--- config.mk ---
export PLATFORM = sky130hd
export DESIGN_NAME = seq_divider_flat
export DESIGN_NICKNAME = d
export VERILOG_FILES = /design/src/rtl/alu_pkg.sv /design/src/rtl/seq_divider_if.sv /design/src/rtl/div_step.sv /design/src/rtl/seq_divider.sv /design/src/flat_wrapper.sv
export SDC_FILE = /design/constraint.sdc
export NUM_CORES = 1
export LEC_CHECK = 0
export ABC_AREA = 1
export BUFFER_PORTS_ARGS = -buffer_cell sky130_fd_sc_hd__buf_2
export CAP_MARGIN = 20
export CORE_MARGIN = 5
export CORE_UTILIZATION = 50
export DETAILED_ROUTE_END_ITERATION = 12
export PLACE_DENSITY = 0.72
export SLEW_MARGIN = 10
export SYNTH_ARGS = -nofsm -noshare
export SYNTH_HDL_FRONTEND = slang
export SYNTH_HIERARCHICAL = 1
export SYNTH_SLANG_ARGS = --single-unit
export TNS_END_PERCENT = 30
--- constraint.sdc ---
create_clock -name clk -period 22.7 [get_ports clk]
set_clock_uncertainty 0.15 [all_clocks]
set_input_delay 1.135 -clock clk [delete_from_list [all_inputs] [get_ports clk]]
set_output_delay 1.135 -clock clk [all_outputs]
set_load 0.01 [all_outputs]
--- src/rtl/alu_pkg.sv ---
// Shared ALU definitions: divider FSM state encoding and default operand width.
package alu_pkg;

  localparam int unsigned DIV_WIDTH = 32;

  typedef enum logic [1:0] {
    StIdle,
    StRun,
    StDone
  } div_state_t;

endpackage

--- src/rtl/seq_divider_if.sv ---
// Start/done handshake and result bus of the sequential divider.
interface seq_divider_if
  import alu_pkg::*;
#(
  parameter int unsigned WIDTH = DIV_WIDTH
) ();

  logic             start;
  logic [WIDTH-1:0] dividend;
  logic [WIDTH-1:0] divisor;
  logic             busy;
  logic             done;
  logic [WIDTH-1:0] quotient;
  logic [WIDTH-1:0] remainder;
  logic             div_by_zero;

  modport master (
    output start, dividend, divisor,
    input  busy, done, quotient, remainder, div_by_zero
  );

  modport slave (
    input  start, dividend, divisor,
    output busy, done, quotient, remainder, div_by_zero
  );

endinterface

--- src/rtl/div_step.sv ---
// One restoring-division iteration: shift {R,Q} left, trial-subtract D, restore on borrow.
module div_step #(
  parameter int unsigned WIDTH = 32
) (
  input  logic [WIDTH:0]   r_i,
  input  logic [WIDTH-1:0] q_i,
  input  logic [WIDTH-1:0] d_i,
  output logic [WIDTH:0]   r_o,
  output logic [WIDTH-1:0] q_o
);

  logic [WIDTH:0] r_sh;
  logic [WIDTH:0] sub_b;
  logic [WIDTH:0] diff;
  logic           brw;
  // R < D holds between steps, so the top bit of R is always clear here.
  logic           unused_r_msb;

  assign unused_r_msb = r_i[WIDTH];
  assign r_sh  = {r_i[WIDTH-1:0], q_i[WIDTH-1]};
  assign sub_b = {1'b0, d_i};

  always_comb begin
    diff = '0;
    brw  = 1'b0;
    for (int i = 0; i <= int'(WIDTH); i++) begin
      diff[i] = r_sh[i] ^ sub_b[i] ^ brw;
      brw     = (~r_sh[i] & sub_b[i]) | (~(r_sh[i] ^ sub_b[i]) & brw);
    end
  end

  assign r_o = brw ? r_sh : diff;
  assign q_o = {q_i[WIDTH-2:0], ~brw};

endmodule

--- src/rtl/seq_divider.sv ---
// Multi-cycle restoring divider, one quotient bit per clock.
// Define SEQ_DIVIDER_SIGNED_EN for two's-complement operands (sign fix-up in the result stage).
module seq_divider
  import alu_pkg::*;
#(
  parameter int unsigned WIDTH = DIV_WIDTH
) (
  input logic          clk,
  input logic          rst,
  seq_divider_if.slave bus
);

  localparam int unsigned     CntW    = $clog2(WIDTH);
  localparam logic [CntW-1:0] LastCnt = CntW'(WIDTH - 1);

  div_state_t state_q, state_d;

  logic [CntW-1:0]  cnt_q;
  logic [WIDTH:0]   r_q, r_nxt;
  logic [WIDTH-1:0] q_q, q_nxt, d_q;
  logic             zero_q;
  logic [WIDTH-1:0] quot_q, rem_q;
  logic             dbz_q;
  logic             accept, last;
  logic [WIDTH-1:0] dvd_ld, dvs_ld, quot_d, rem_d;

  assign accept = bus.start && (state_q != StRun);
  // A zero divisor spends a single cycle in RUN and finishes without iterating.
  assign last   = (state_q == StRun) && (zero_q || (cnt_q == LastCnt));

  div_step #(
    .WIDTH(WIDTH)
  ) u_div_step (
    .r_i(r_q),
    .q_i(q_q),
    .d_i(d_q),
    .r_o(r_nxt),
    .q_o(q_nxt)
  );

  always_ff @(posedge clk) begin
    if (rst) begin
      state_q <= StIdle;
    end else begin
      state_q <= state_d;
    end
  end

  always_comb begin
    state_d = state_q;
    unique case (state_q)
      StIdle, StDone: state_d = accept ? StRun : StIdle;
      StRun:          if (last) state_d = StDone;
      default:        state_d = StIdle;
    endcase
  end

  always_comb begin
    bus.busy = (state_q == StRun);
    bus.done = (state_q == StDone);
  end

`ifdef SEQ_DIVIDER_SIGNED_EN
  logic neg_q_q, neg_r_q;

  always_comb begin
    // Raw dividend is kept for divide-by-zero so it can be returned as the remainder.
    if (bus.divisor == '0) begin
      dvd_ld = bus.dividend;
    end else begin
      dvd_ld = bus.dividend[WIDTH-1] ? -bus.dividend : bus.dividend;
    end
    dvs_ld = bus.divisor[WIDTH-1] ? -bus.divisor : bus.divisor;
    quot_d = zero_q ? '1 : (neg_q_q ? -q_nxt : q_nxt);
    rem_d  = zero_q ? q_q : (neg_r_q ? -r_nxt[WIDTH-1:0] : r_nxt[WIDTH-1:0]);
  end

  always_ff @(posedge clk) begin
    if (rst) begin
      neg_q_q <= 1'b0;
      neg_r_q <= 1'b0;
    end else if (accept) begin
      neg_q_q <= bus.dividend[WIDTH-1] ^ bus.divisor[WIDTH-1];
      neg_r_q <= bus.dividend[WIDTH-1];
    end
  end
`else
  always_comb begin
    dvd_ld = bus.dividend;
    dvs_ld = bus.divisor;
    quot_d = zero_q ? '1 : q_nxt;
    rem_d  = zero_q ? q_q : r_nxt[WIDTH-1:0];
  end
`endif

  always_ff @(posedge clk) begin
    if (rst) begin
      cnt_q  <= '0;
      r_q    <= '0;
      q_q    <= '0;
      d_q    <= '0;
      zero_q <= 1'b0;
      quot_q <= '0;
      rem_q  <= '0;
      dbz_q  <= 1'b0;
    end else if (accept) begin
      cnt_q  <= '0;
      r_q    <= '0;
      q_q    <= dvd_ld;
      d_q    <= dvs_ld;
      zero_q <= (bus.divisor == '0);
    end else if (state_q == StRun) begin
      cnt_q <= cnt_q + CntW'(1);
      r_q   <= r_nxt;
      q_q   <= q_nxt;
      if (last) begin
        quot_q <= quot_d;
        rem_q  <= rem_d;
        dbz_q  <= zero_q;
      end
    end
  end

  assign bus.quotient    = quot_q;
  assign bus.remainder   = rem_q;
  assign bus.div_by_zero = dbz_q;

endmodule

--- src/flat_wrapper.sv ---
// flat-port wrapper written by rule: the top's interface ports become plain ports
module seq_divider_flat import alu_pkg::*;
#(
  parameter int unsigned WIDTH = DIV_WIDTH
)
  (clk, rst, bus_start, bus_dividend, bus_divisor, bus_busy, bus_done, bus_quotient, bus_remainder, bus_div_by_zero);
  seq_divider_if #(.WIDTH(WIDTH)) bus_i ();
  input logic clk;
  input logic rst;
  input wire logic [$bits(bus_i.start)-1:0] bus_start;
  input wire logic [$bits(bus_i.dividend)-1:0] bus_dividend;
  input wire logic [$bits(bus_i.divisor)-1:0] bus_divisor;
  output wire logic [$bits(bus_i.busy)-1:0] bus_busy;
  output wire logic [$bits(bus_i.done)-1:0] bus_done;
  output wire logic [$bits(bus_i.quotient)-1:0] bus_quotient;
  output wire logic [$bits(bus_i.remainder)-1:0] bus_remainder;
  output wire logic [$bits(bus_i.div_by_zero)-1:0] bus_div_by_zero;
  assign bus_i.start = bus_start;
  assign bus_i.dividend = bus_dividend;
  assign bus_i.divisor = bus_divisor;
  assign bus_busy = bus_i.busy;
  assign bus_done = bus_i.done;
  assign bus_quotient = bus_i.quotient;
  assign bus_remainder = bus_i.remainder;
  assign bus_div_by_zero = bus_i.div_by_zero;
  seq_divider #(.WIDTH(WIDTH)) u_core (.clk(clk), .rst(rst), .bus(bus_i));
endmodule
==> results.yml <==
floorplanning:
  die_area_um2: 19500
  initial_utilization_pct: 50.8
  fp.coreArea_um2: 16500
  die_w_um: 140
  rows: 47
  io_pins: 134
  die_y_um: 140
setup_path:
  required_ns: 22.86
  crit_type: "reg2reg"
  cp_common_cell: "fa_1"
  rr_startpoint: "u_core/q_q[31]$_SDFFE_PP0P_"
  crit_fanout: 33
  slowest_stage: "fa_1"
  cp-end-kind: "register"
  r2r_end: "u_core/bus.remainder[1]$_SDFFE_PP0P_"
  cp.arrival_ns: 14.28
  startpoint_type: "register"
  rr_worst_depth: 41
  cpPeakStageDelay_ns: 0.42
  reg2reg_slack_ns: 8.58
global_route:
  grt_max_degree: 71
  grt_overflow: 0
  grt_pass1_vias: 6890
  antenna_found_initial: 0
  track_usage_pct: 22.3
  grt_first_pass_wirelength_mm: 35.8
cts:
  ctsResizeCount: 0
  hold_buffers: 0
  cts.sinks: 169
  clockBufferDepth: 2
  cts-root-buf: "clkbuf_16"
  cts_htree_levels: 4
  cts_tree: "yes"
  clkTransAtPathRegs_ns: 0.06
  cts_setup_buffers: 0
  clk_latency_ns: 0.43
  cts_buffers: 17
timing:
  slew_viol_final: 0
  period_share_pct: 62.2
  hold-worst-slack_ns: 0.313
  rsz0062_at_grt: "no"
  hold_viol_final: 0
  finalSetupTns_ns: 0
  layout_min_cycle_time_ns: 14.12
  relSlewSlack_pct: 29.8
  clock.fmax_mhz: 70.8
  setup_viol: 0
  tightest_slew_ns: 1.05
flow_run:
  maxCapViolations: 0
drt:
  ant_nets: 0
  vias_per_cell: 5.11
  drtIter0Drc: 646
  firstDrtPassIters: 5
  drc: 0
  routedWlPerCell_um: 15.1
  wl_mm: 21.6
  vias: 7342
synth:
  synth_warnings: 6
  syn_area_um2: 8400
  synthCells: 1148
  syn_nets: 1249
  syn_avg_cell_area_um2: 7.32
pwr:
  leakage_nw: 4.35
  ir_drop_mv: 0.0537
  power_density_nw_per_um2: 70.5
layout:
  antennaDiodeCount: 0
  fin_nets: 1306
  drive_gt1_share_pct: 15.4
  final_cell_mix: "nand2_1, dfxtp_1, buf_2"
  syn_to_final_growth_pct: 11.5
  layout_commonest_cell: "nand2_1"
  n_fill_cell: 1594
outcome:
  status: "finished, final reports clean"
place:
  dp_hpwl_mm: 14.5
  io_buffers: 133
  place_congestion: 0.843
worst_hold_path:
  hold_end: "u_core/bus.quotient[5]$_SDFFE_PP0P_"
  hold_depth: 2
  min_path_type: "reg2reg"
  min_from: "u_core/bus.quotient[5]$_SDFFE_PP0P_"
how the worst max path moves through the flow:
stage / slack [ns] / end / startpoint / depth (start not counted)
final: 8.58 / u_core/bus.remainder[1]$_SDFFE_PP0P_ / u_core/q_q[31]$_SDFFE_PP0P_ / 41
after global routing: 8.07 / u_core/bus.remainder[14]$_SDFFE_PP0P_ / u_core/q_q[31]$_SDFFE_PP0P_ / 41
after CTS: 8.69 / u_core/bus.remainder[1]$_SDFFE_PP0P_ / u_core/q_q[31]$_SDFFE_PP0P_ / 41
after detailed placement: 8.72 / u_core/bus.remainder[14]$_SDFFE_PP0P_ / u_core/q_q[31]$_SDFFE_PP0P_ / 41
after global placement: 8.93 / u_core/bus.remainder[14]$_SDFFE_PP0P_ / u_core/q_q[31]$_SDFFE_PP0P_ / 41
after floorplan: 9.60 / u_core/bus.remainder[12]$_SDFFE_PP0P_ / u_core/q_q[31]$_SDFFE_PP0P_ / 41
where the power goes:
part,switching (mW),internal [mW],total (mW)
clock network,0.119,0.168,0.287
registers,0.00947,0.306,0.315
logic,0.0373,0.0212,0.0585
final cells by class:
class	count	area, µm²	share of cell area (%)
Clock buffer	22	464	4.96
Multi-Input combinational cell	762	3970	42.4
Timing Repair Buffer	141	726	7.75
Sequential cell	169	3380	36.1
Tap cell	220	275	2.94
Clock inverter	10	119	1.27
Inverter	114	429	4.58
state kept, by name (all words and copies together) (netlist names):
register                count
u_core/bus.quotient        32
u_core/bus.remainder       32
u_core/d_q                 32
u_core/q_q                 32
u_core/r_q                 32
u_core/cnt_q                5
u_core/state_q              2
u_core/bus.div_by_zero      1
u_core/zero_q               1
metal layers:
layer | track usage (%) | share of wire (%) | up-vias
met5 | 0 | 0 | -
met4 | 6.12 | 1.4 | 0
met3 | 5.90 | 6.4 | 22
met2 | 32.4 | 43 | 226
met1 | 33.0 | 49 | 3409
li1 | - | - | 3685
metrics by stage:
stage	instance area [µm²]	instances	setup slack, ns	util (%)	power (mW)
floorplan	8400	1148	9.60	-	0.365
global placement	8780	1406	8.93	53.2	0.378
detailed placement	8780	1406	8.72	53.2	0.379
CTS	9370	1438	8.69	56.7	0.665
global route	9370	1438	8.07	56.7	0.687
finish	9370	1438	8.58	56.7	0.660
worst max-delay path, delay by kind of cell (launching register included):
kind / cells / cell delay (ns)
AO/OA/AOI/OAI: 1 / 0.15
AND/OR/NAND/NOR: 5 / 0.65
adder cells (fa/ha/maj): 32 / 12.21
flip-flops: 1 / 0.38
buffers and inverters: 3 / 0.43
(Power assumes the default switching activity.)
